`src/rtl/round_robin_select.sv`:
```
// ---------------------------------------------------------------------------
// round_robin_select
//
// Arbitrates four requesters onto a 4-input multiplexer. It drives the
// multiplexer address, a one-hot grant and a valid flag, and counts the
// completed handshakes with the downstream consumer.
//
// Handshake: a transfer completes on a rising edge where out_valid=1 and
// out_ready=1. While out_valid=1 and out_ready=0, addresses, grant and
// out_valid stay frozen whatever req does. On a completed transfer a new
// winner is loaded in the same edge if any request is pending, so there is
// no bubble between back-to-back transfers.
//
// Configuration macro: RR_SELECT_ROTATE_EN
//   defined     -> rotating priority; after each transfer the search
//                  starts one past the address just served.
//   not defined -> fixed priority, source 0 highest, source 3 lowest.
//
// Ports
//   clk         in   1  rising-edge clock
//   rst_n       in   1  asynchronous active-low reset
//   req         in   4  request per source
//   out_ready   in   1  downstream accepts this cycle
//   addresses   out  2  registered multiplexer select
//   grant       out  4  registered one-hot grant (0 when idle)
//   out_valid   out  1  registered, multiplexer output valid
//   xfer_count  out  8  registered count of completed handshakes (wraps)
//   dbg_state   out  1  FSM state (0 = IDLE, 1 = GRANT)
// ---------------------------------------------------------------------------
module round_robin_select (
   input  logic       clk,
   input  logic       rst_n,
   input  logic [3:0] req,
   input  logic       out_ready,
   output logic [1:0] addresses,
   output logic [3:0] grant,
   output logic       out_valid,
   output logic [7:0] xfer_count,
   output logic       dbg_state
);

   typedef enum logic {
      S_IDLE  = 1'b0,
      S_GRANT = 1'b1
   } state_t;

   state_t     r_state;
   state_t     w_state_nxt;
   logic [1:0] r_addr;
   logic [1:0] w_addr_nxt;
   logic [3:0] r_grant;
   logic [3:0] w_grant_nxt;
   logic [7:0] r_cnt;
   logic [7:0] w_cnt_nxt;

   logic       w_xfer;
   logic       w_any_req;
   logic [1:0] w_base;
   logic [3:0] w_req_rot;
   logic [1:0] w_offset;
   logic [1:0] w_winner;

   assign w_xfer    = (r_state == S_GRANT) && out_ready;
   assign w_any_req = |req;

`ifdef RR_SELECT_ROTATE_EN
   logic [1:0] r_ptr;
   logic [1:0] w_addr_inc;

   assign w_addr_inc = r_addr + 2'd1;

   // On a transfer edge the pointer is being updated in that same edge, so
   // the back-to-back winner must be searched from the updated value.
   assign w_base = w_xfer ? w_addr_inc : r_ptr;

   always_ff @(posedge clk or negedge rst_n) begin
      if (!rst_n) begin
         r_ptr <= 2'd0;
      end else if (w_xfer) begin
         r_ptr <= w_addr_inc;
      end
   end
`else
   assign w_base = 2'd0;
`endif

   // Rotate req so that bit 0 is the source at the search base, pick the
   // lowest set bit, then undo the rotation by adding the base back.
   always_comb begin
      w_req_rot = 4'b0000;
      for (int k = 0; k < 4; k++) begin
         w_req_rot[k] = req[2'(w_base + 2'(k))];
      end
   end

   always_comb begin
      w_offset = 2'd0;
      if (w_req_rot[3]) w_offset = 2'd3;
      if (w_req_rot[2]) w_offset = 2'd2;
      if (w_req_rot[1]) w_offset = 2'd1;
      if (w_req_rot[0]) w_offset = 2'd0;
   end

   assign w_winner = w_base + w_offset;

   // Next-state and next-output logic
   always_comb begin
      w_state_nxt = r_state;
      w_addr_nxt  = r_addr;
      w_grant_nxt = r_grant;
      w_cnt_nxt   = r_cnt;
      unique case (r_state)
         S_IDLE: begin
            if (w_any_req) begin
               w_state_nxt = S_GRANT;
               w_addr_nxt  = w_winner;
               w_grant_nxt = 4'b0001 << w_winner;
            end
         end
         S_GRANT: begin
            if (out_ready) begin
               w_cnt_nxt = r_cnt + 8'd1;
               if (w_any_req) begin
                  w_addr_nxt  = w_winner;
                  w_grant_nxt = 4'b0001 << w_winner;
               end else begin
                  // addresses keeps its last value on the way back to idle
                  w_state_nxt = S_IDLE;
                  w_grant_nxt = 4'b0000;
               end
            end
         end
         default: begin
            w_state_nxt = S_IDLE;
            w_grant_nxt = 4'b0000;
         end
      endcase
   end

   always_ff @(posedge clk or negedge rst_n) begin
      if (!rst_n) begin
         r_state <= S_IDLE;
         r_addr  <= 2'd0;
         r_grant <= 4'b0000;
         r_cnt   <= 8'd0;
      end else begin
         r_state <= w_state_nxt;
         r_addr  <= w_addr_nxt;
         r_grant <= w_grant_nxt;
         r_cnt   <= w_cnt_nxt;
      end
   end

   assign addresses  = r_addr;
   assign grant      = r_grant;
   assign out_valid  = (r_state == S_GRANT);
   assign xfer_count = r_cnt;
   assign dbg_state  = (r_state == S_GRANT);

endmodule

```
`config.mk`:
```
export PLATFORM = sky130hd
export DESIGN_NAME = round_robin_select
export DESIGN_NICKNAME = d
export VERILOG_FILES = /design/src/rtl/round_robin_select.sv
export SDC_FILE = /design/constraint.sdc
export NUM_CORES = 1
export LEC_CHECK = 0
export BUFFER_PORTS_ARGS = -buffer_cell sky130_fd_sc_hd__buf_2
export CAP_MARGIN = 0
export CELL_PAD_IN_SITES_DETAIL_PLACEMENT = 1
export CELL_PAD_IN_SITES_GLOBAL_PLACEMENT = 1
export CORE_MARGIN = 5
export CORE_UTILIZATION = 35
export CTS_CLUSTER_DIAMETER = 60
export DETAILED_ROUTE_END_ITERATION = 7
export PLACE_DENSITY_LB_ADDON = 0.1
export RECOVER_POWER = 100
export SLEW_MARGIN = 0
export SYNTH_ARGS = -nofsm -noshare
export SYNTH_HDL_FRONTEND = slang
export SYNTH_SLANG_ARGS = --single-unit
```
`constraint.sdc`:
```
create_clock -name clk -period 1.5 [get_ports clk]
set_input_delay 0.075 -clock clk [delete_from_list [all_inputs] [get_ports clk]]
set_output_delay 0.075 -clock clk [all_outputs]
set_load 0.02 [all_outputs]
```
Word-level counts from Yosys, hierarchy flattened

Cells that the tools add are included.

Register bits: 15
Logic and storage cells: 26
Input bits: 7

Bitwise operators: 1
$add $sub $neg: 1
Multiplexer cells: 14
Reduce and logical (&&, ||, !) cells: 3
Shift-type cells: 1
Equality and inequality tests: 2

Operators with widths:

| cell                                                              | number |
|---|---|
| 2-bit 2-to-1 mux                                                  | 6 |
| 4-bit 2-to-1 mux                                                  | 3 |
| 8-bit by 1-bit adder with 8-bit output, second input constant     | 1 |
| 4-bit one-hot mux with 2 select lines                             | 1 |
| 2-bit != test, second input constant                              | 2 |
| 2-bit one-hot mux with 2 select lines                             | 1 |
| 2-bit AND reduction                                               | 2 |
| 4-bit OR reduction                                                | 1 |
| 1-bit by 2-bit left shift with 4-bit output, first input constant | 1 |
| 1-bit 2-to-1 mux                                                  | 2 |
| 1-bit one-hot mux with 2 select lines                             | 1 |
| 1-bit NOT                                                         | 1 |

Logic depth before layout (Yosys ltp)

Gate-level depths: netlist of the first run.

Depth in word-level cells: 8
Gate-level depth with buffers: 3
Gate-level depth less buffers: 3

Least setup slack after synthesis of the first run

OpenSTA, ideal clock, no wires.

Path type: reg2reg
Start: reg r_state (netlist: dbg_state)
End: reg r_cnt[1] (netlist: xfer_count[1])
Path slack: 0.241 ns
Cell stages (with the launch flop): 3
Arrival: 1.135 ns
Setup time: 0.125 ns
Buffers on the path: 0
Cell sequence: dfrtp_1 -> and2_1 -> mux2_2

Cells in the longest elaborated chain, start to end: 1

RTL lines:

| what                          | RTL line | RTL |
|---|---|---|
| start: declaration            | 47       | `state_t r_state;` |
| start signal: assignment      | 147      | `r_state <= w_state_nxt;` |
| 2-bit AND reduction (no line) | -        |  |
| end signal: assignment        | 150      | `r_cnt <= w_cnt_nxt;` |
| end: declaration              | 53       | `logic [7:0] r_cnt;` |

No other way between the ends.
A chain may end at the register's enable or synchronous reset.

Worst setup path after layout of the first run

Start: reg r_state (netlist: dbg_state)
End: reg r_grant[2] (netlist: grant[2])

Cells in the longest elaborated chain, start to end: 3

RTL lines:

| what                          | RTL line | RTL |
|---|---|---|
| 1-bit NOT                     | 112      | `unique case (r_state)` |
| 2-bit != test (no line)       | -        |  |
| 2-bit AND reduction (no line) | -        |  |
| end signal: assignment        | 149      | `r_grant <= w_grant_nxt;` |
| end: declaration              | 51       | `logic [3:0] r_grant;` |

Several ways; a longest one is shown, not always the timed one.

==> results of run 1 <==
## worst max-delay path by stage
stage                        start                         to  slack, ns  depth (start not counted)
5_1_grt        dbg_state$_DFF_PN0_       grant[2]$_DFFE_PN0P_        0.1                          3
6_report       dbg_state$_DFF_PN0_       grant[2]$_DFFE_PN0P_       0.21                          3
2_1_floorplan  dbg_state$_DFF_PN0_  xfer_count[1]$_DFFE_PN0P_       0.24                          2
3_5_place_dp   dbg_state$_DFF_PN0_       grant[2]$_DFFE_PN0P_       0.27                          3
3_3_place_gp   dbg_state$_DFF_PN0_  xfer_count[1]$_DFFE_PN0P_       0.32                          2
4_1_cts        dbg_state$_DFF_PN0_       grant[2]$_DFFE_PN0P_       0.26                          3
## cells by family (layout without fill, tap and decap cells)
kind of cell	Yosys count	count (layout)	share of synthesized area
and+or+nand+nor	27	27	0.2011
DFF	15	15	0.5535
AOI/OAI and AO/OA	10	10	0.1089
xor gates and xnor gates	7	7	0.09041
adders and majority gates	1	1	0.01845
muxes	1	1	0.01660
buffers and inverters	1	27	0.01107
## cells in the mapped netlist (2+ instances only)
cell type / n / area, sq um
nand4_1: 3 / 18.77
a21oi_1: 2 / 10.01
nand2_1: 6 / 22.52
nor3_1: 3 / 15.01
o21ai_0: 2 / 10.01
a22o_1: 2 / 17.52
xor2_1: 3 / 26.28
xnor2_1: 4 / 35.03
nor2_1: 6 / 22.52
dfrtp_1: 15 / 375.4
nand3_1: 2 / 10.01
## area by class of cell
class,count,area share
clock buffers,3,0.02727
multi-input cells,46,0.3515
clock inverters,1,0.006061
repair buffers,23,0.1197
well taps,27,0.04091
flip-flops and latches,15,0.4545
## worst max-delay path: stages, from the launching register on
cell and delay (ns):
dfrtp_1 0.50, nand2b_1 0.22, a22o_1 0.27, a22o_1 0.19
## metrics by stage
step           instance area (sq um)  hold WS, ns    util  instances
2_1_floorplan                  678.2      -0.2206       -         62
3_3_place_gp                   814.5     0.004415  0.4283        110
3_5_place_dp                   814.5     0.003536  0.4283        110
4_1_cts                        852.1      0.01985  0.4480        115
5_1_grt                        825.8      0.01893  0.4342        115
6_report                       825.8      0.02637  0.4342        115
## layout by cell type (no fill, tap or decap)
cell,synthesis,routed
o21ai_0,2,2
nand2b_1,0,1
nand3_1,2,2
xnor2_1,4,4
o41ai_1,1,1
a21oi_1,2,2
and2b_1,1,1
nor4_1,1,1
and3_1,1,1
clkinv_2,0,1
xor2_1,3,3
nor3_1,3,3
and2_0,0,1
dfrtp_1,15,15
a22oi_1,1,1
nand4_1,3,3
nand2_1,6,7
a22o_1,2,2
dlygate4sd3_1,0,1
o221a_2,1,1
clkbuf_4,0,3
nor2_1,6,6
o22a_1,1,1
buf_2,0,5
nor2b_1,1,1
clkbuf_1,0,17
ha_1,1,1
mux2_2,1,1
## power by group
group	internal, W	total, W	switching [W]	leakage (nW)
registers	0.000509	0.000643	0.000134	0.186
clock network	0.0000987	0.000224	0.000125	0.0177
logic	0.000156	0.000431	0.000275	0.159
## flip-flops by register name, summed over array words and instances (netlist names)
name,flops
xfer_count,8
addresses,2
grant,4
dbg_state,1
## metal layers
layer  wire (microns)  GRT usage
met1              719     0.1531
met2              826     0.2359
met3               65    0.02493
met4               18    0.07469
met5                0          0
==> reports/qor.csv, run 1 <==
metric,value,unit
crit path kind,flop to flop,
reg2reg path depth,3,
fin crit share,0.8593,
Clock Tree Buf Depth,2,
GPL Wtd Cong,0.7445,
Peak Freq,775.9,MHz
FF-to-FF End,grant[2]$_DFFE_PN0P_,
GRT overflow,0,
Pwr Total,0.001298,W
# Post-CTS Setup Buffers,0,
synth warn,0,
Routed WL per cell,14.17,microns
via count,569,
FF/Latch Area,375.4,sq um
CORE AREA,0.001902,sq mm
DRT antenna net count,0,
most common flop cell mapped by yosys,dfrtp_1,
Final setup viols,0,
CP Capture Type,flop,
gr usage total,0.1349,
Die Wd,54.02,microns
Final Hold Fails,0,
peak supply drop,731.4,uV
vias in the first global route,621,
maxcap violations,0,
Worst Setup Slack post-DPL,0.2713,ns
crit path launch type,flop,
outcome,"finished, final reports clean",
Filler Cells Inserted,230,
largest net degree at the start of global routing,16,
H-Tree Depth,1,
Rel. slew slack,0.4511,
# clock sinks,15,
hold path depth,2,
vias per cell,4.948,
initial core utilization,0.3566,
io pins,23,
clock skew,0.001417,ns
synth unique cells,25,
Syn Nets,70,
sequential-to-total area share from yosys stat,0.5535,
Hold Crit Endpoint,grant[3]$_DFFE_PN0P_,
NumNets Final,97,
min-delay worst type,input pin to flop,
"Req. time, crit path",1.67,ns
CP Data Arrival Time,1.46,ns
Rows,16,
Post-DP HPWL,1282,microns
CTS Buf Count,3,
Vert. Die Dim,54.02,microns
syn avg cell area,10.94,sq um
fraction of registers with async set/reset,1.000,
Mapped Cells,62,
Area Overhead vs Synth,21.77,%
Root Buffer,clkbuf_4,
Critical Path Fanout Max,10,
clk_lat worst skew,0.27,ns
n_diodes,0,
multi-input logic area,290.3,sq um
"Clk pin slew, worst setup/hold paths",0.09,ns
r2r startpoint,dbg_state$_DFF_PN0_,
#FFs+latches synth,15,
Tmin final,1.289,ns
Slew @ Worst Pin,0.8233,ns
initial antenna violation count,0,
first-pass GRT wire length,2746,microns
DRT Wirelength,1629,microns
Post-route DRC,0,
worst reg2reg setup slack,0.21,ns
CTS tree,done,
Detailed Route Iter0 Violations,3,
Netlist Area Pre-Place,678.2,sq um
total negative slack,0,ns
Port Buffer Count,22,
min-delay src,req[0],
Lkg Pwr,0.3625,nW
share of cells above drive strength 1,0.1250,
Pre-antenna DRT Iters,3,
PD cells,1572,mW/mm^2
Pins Over Slew Limit,0,
Final WS setup,0.2111,ns
post_cts resized,0,
number of synthesized flops with an enable pin,0,
RSZ-0062 raised after global routing,no,
die area,0.002918,sq mm
CTS hold repair buffers,1,
(Power assumes the default switching activity.)
==> run 2: changes to the inputs <==
--- a/config.mk
+++ b/config.mk
@@ -15,6 +15,7 @@
 export DETAILED_ROUTE_END_ITERATION = 7
 export PLACE_DENSITY_LB_ADDON = 0.1
 export RECOVER_POWER = 100
+export SETUP_SLACK_MARGIN = 0.3
 export SLEW_MARGIN = 0
 export SYNTH_ARGS = -nofsm -noshare
 export SYNTH_HDL_FRONTEND = slang
==> run 2 against run 1 <==
Effect of this change:
- maximum frequency rose by 4.2%
- register-to-register slack improved by 0.08 ns
- non-clock buffer count rose by 2
- critical endpoint is now dbg_state
- largest cell class unchanged
- highest routed layer unchanged
==> reports/qor.csv, run 2 (same netlist as run 1, synthesis figures left out) <==
metric,value,unit,change
outcome,"finished, final reports clean",,
hold slack,0.03456,ns,+0.008188 ns
"Clk pin slew, worst setup/hold paths",0.09,ns,about the same
CP Data Arrival Time,1.16,ns,-0.30 ns
sw frac,0.4028,,-0.009047
Detailed Route Iter0 Violations,3,,unchanged
fin crit share,0.8244,,-0.03486
gr usage total,0.1269,,-0.008001
DRT antenna net count,0,,unchanged
Slew @ Worst Pin,0.8056,ns,-0.01772 ns
WP depth,2,,-1
min-delay src,req[0],,
reg2reg path depth,2,,-1
Critical Path Fanout Max,8,,-2
placed instance area,815.8,sq um,+0.15%
Peak Freq,808.7,MHz,+4.2%
r2r startpoint,dbg_state$_DFF_PN0_,,
Rows,16,,unchanged
crit path kind,flop to output pin,,
NumNets Final,99,,+2.1%
Non-Filler Instances,117,,+1.7%
maxcap violations,0,,unchanged
Slowest cell on crit path,dfrtp_1,,
Clock Power Share,0.173,,about the same
# placed instances,110,,unchanged
post_cts resized,0,,unchanged
CP peak stage delay,0.47,ns,-0.03 ns
Port Buffer Count,22,,unchanged
CORE AREA,0.001902,sq mm,unchanged
Net Switching,0.0005202,W,-2.7%
min-delay worst type,input pin to flop,,
sequential share of power,0.492,,-0.003
Lkg Pwr,0.3694,nW,+1.9%
Area Overhead vs Synth,24.35,%,
die area,0.002918,sq mm,unchanged
first-pass GRT wire length,2553,microns,-7.0%
"Req. time, crit path",1.42,ns,-0.25 ns
Final Hold Fails,0,,unchanged
Worst Setup Slack post-DPL,0.3507,ns,+0.07938 ns
clk_lat worst skew,0.28,ns,about the same
total negative slack,0,ns,unchanged
number of flip-flops under the largest register name,8,,unchanged
"commonest non-fill, non-tap cell in the layout",clkbuf_1,,
vias in the first global route,576,,-7.2%
DRT Wirelength,1533,microns,-5.9%
initial antenna violation count,0,,unchanged
crit path cell chain,clkbuf_4 -> clkbuf_1,,
hold path depth,2,,unchanged
Rel. slew slack,0.4629,,+0.01182
Die Wd,54.02,microns,unchanged
Clock Tree Buf Depth,2,,unchanged
Routed WL per cell,13.10,microns,-7.5%
CTS tree,done,,
post-route cell area,843.3,sq um,+2.1%
Post-route DRC,0,,unchanged
# clock sinks,15,,unchanged
CTS Buf Count,3,,unchanged
Comb power frac,0.336,,+0.004
Final WS setup,0.2634,ns,+0.05229 ns
GRT overflow,0,,unchanged
Root Buffer,clkbuf_4,,
largest net degree at the start of global routing,16,,unchanged
initial core utilization,0.3566,,unchanged
most frequent cells in the layout,"clkbuf_1, dfrtp_1, nand2_1",,
Pins Over Slew Limit,0,,unchanged
Vert. Die Dim,54.02,microns,unchanged
CP Capture Type,output pin,,
Internal,0.0007714,W,+1.0%
vias per cell,4.897,,-1.0%
Final setup viols,0,,unchanged
peak supply drop,832.2,uV,+14%
Post-DP HPWL,1183,microns,-7.7%
CP bufs+invs,2,,+2
via count,573,,+0.70%
clock skew,0.005726,ns,+0.004308 ns
Tmin final,1.237,ns,-0.05228 ns
share of cells above drive strength 1,0.1556,,+0.03056
crit path launch type,flop,,
n_diodes,0,,unchanged
H-Tree Depth,1,,unchanged
CP top delay family,flip-flops,,
GPL Wtd Cong,0.7478,,+0.44%
Pre-antenna DRT Iters,4,,+1
RSZ-0062 raised after global routing,no,,
crit path from,dbg_state$_DFF_PN0_,,
PD cells,1532,mW/mm^2,-2.6%
io pins,23,,unchanged
-- run 2: cell types whose count changed in the layout (fill, tap and decap cells not counted), sizes merged --
| cell | before | now |
|---|---|---|
| buf | 5 | 7 |
| clkbuf | 20 | 21 |
| clkinv | 1 | 0 |
-- run 2: worst register-to-register path, delay by kind of cell (launching register included) --
family	cells	cell delay [ns]
flops	1	0.47
mux	1	0.36
simple gates	1	0.27
-- run 2: power by group through the flow --
| stage | logic [W] | clock network, W | registers (W) |
|---|---|---|---|
| 3_5_place_dp | 0.000468 | 0 | 0.000640 |
| 2_1_floorplan | 0.000167 | 0 | 0.000753 |
| 5_1_grt | 0.000472 | 0.000259 | 0.000654 |
| 4_1_cts | 0.000471 | 0.000241 | 0.000634 |
| 3_3_place_gp | 0.000453 | 0 | 0.000641 |
| 6_report | 0.000433 | 0.000223 | 0.000635 |
-- run 2: final timing paths --
path	endpoint	slack, ns
worst max register to register	xfer_count[1]$_DFFE_PN0P_	0.29
max in group asynchronous	grant[2]$_DFFE_PN0P_	0.61
worst min register to register	xfer_count[7]$_DFFE_PN0P_	0.47
min in group asynchronous	grant[3]$_DFFE_PN0P_	0.39
worst min-delay path	grant[1]$_DFFE_PN0P_	0.03
worst max-delay path	dbg_state	0.26
-- run 2: cell type report --
class                           instances  area (sq um)
Fill cell                             236          1059
Sequential cell                        15         375.4
Multi-Input combinational cell         46         292.8
Timing Repair Buffer                   25         115.1
Tap cell                               27         33.78
Clock buffer                            4         26.28
-- run 2: repair_timing --
action,CTS,global route
hold buffers,1,0
hold endpoints to repair,15,0
setup buffers,0,2
setup endpoints to repair,0,2
-- run 2: through the flow --
step / util / total power, W
after floorplan: - / 0.0009191
after global placement: 0.4289 / 0.001094
after detailed placement: 0.4289 / 0.001109
after CTS: 0.4480 / 0.001347
after global routing: 0.4434 / 0.001385
final: 0.4434 / 0.001292
-- run 2: metal layers --
layer,wire length [microns],vias up,GRT usage
li1,-,275,-
met1,722,277,0.1482
met2,692,17,0.2056
met3,84,4,0.02770
met4,34,0,0.08714
met5,0,-,0
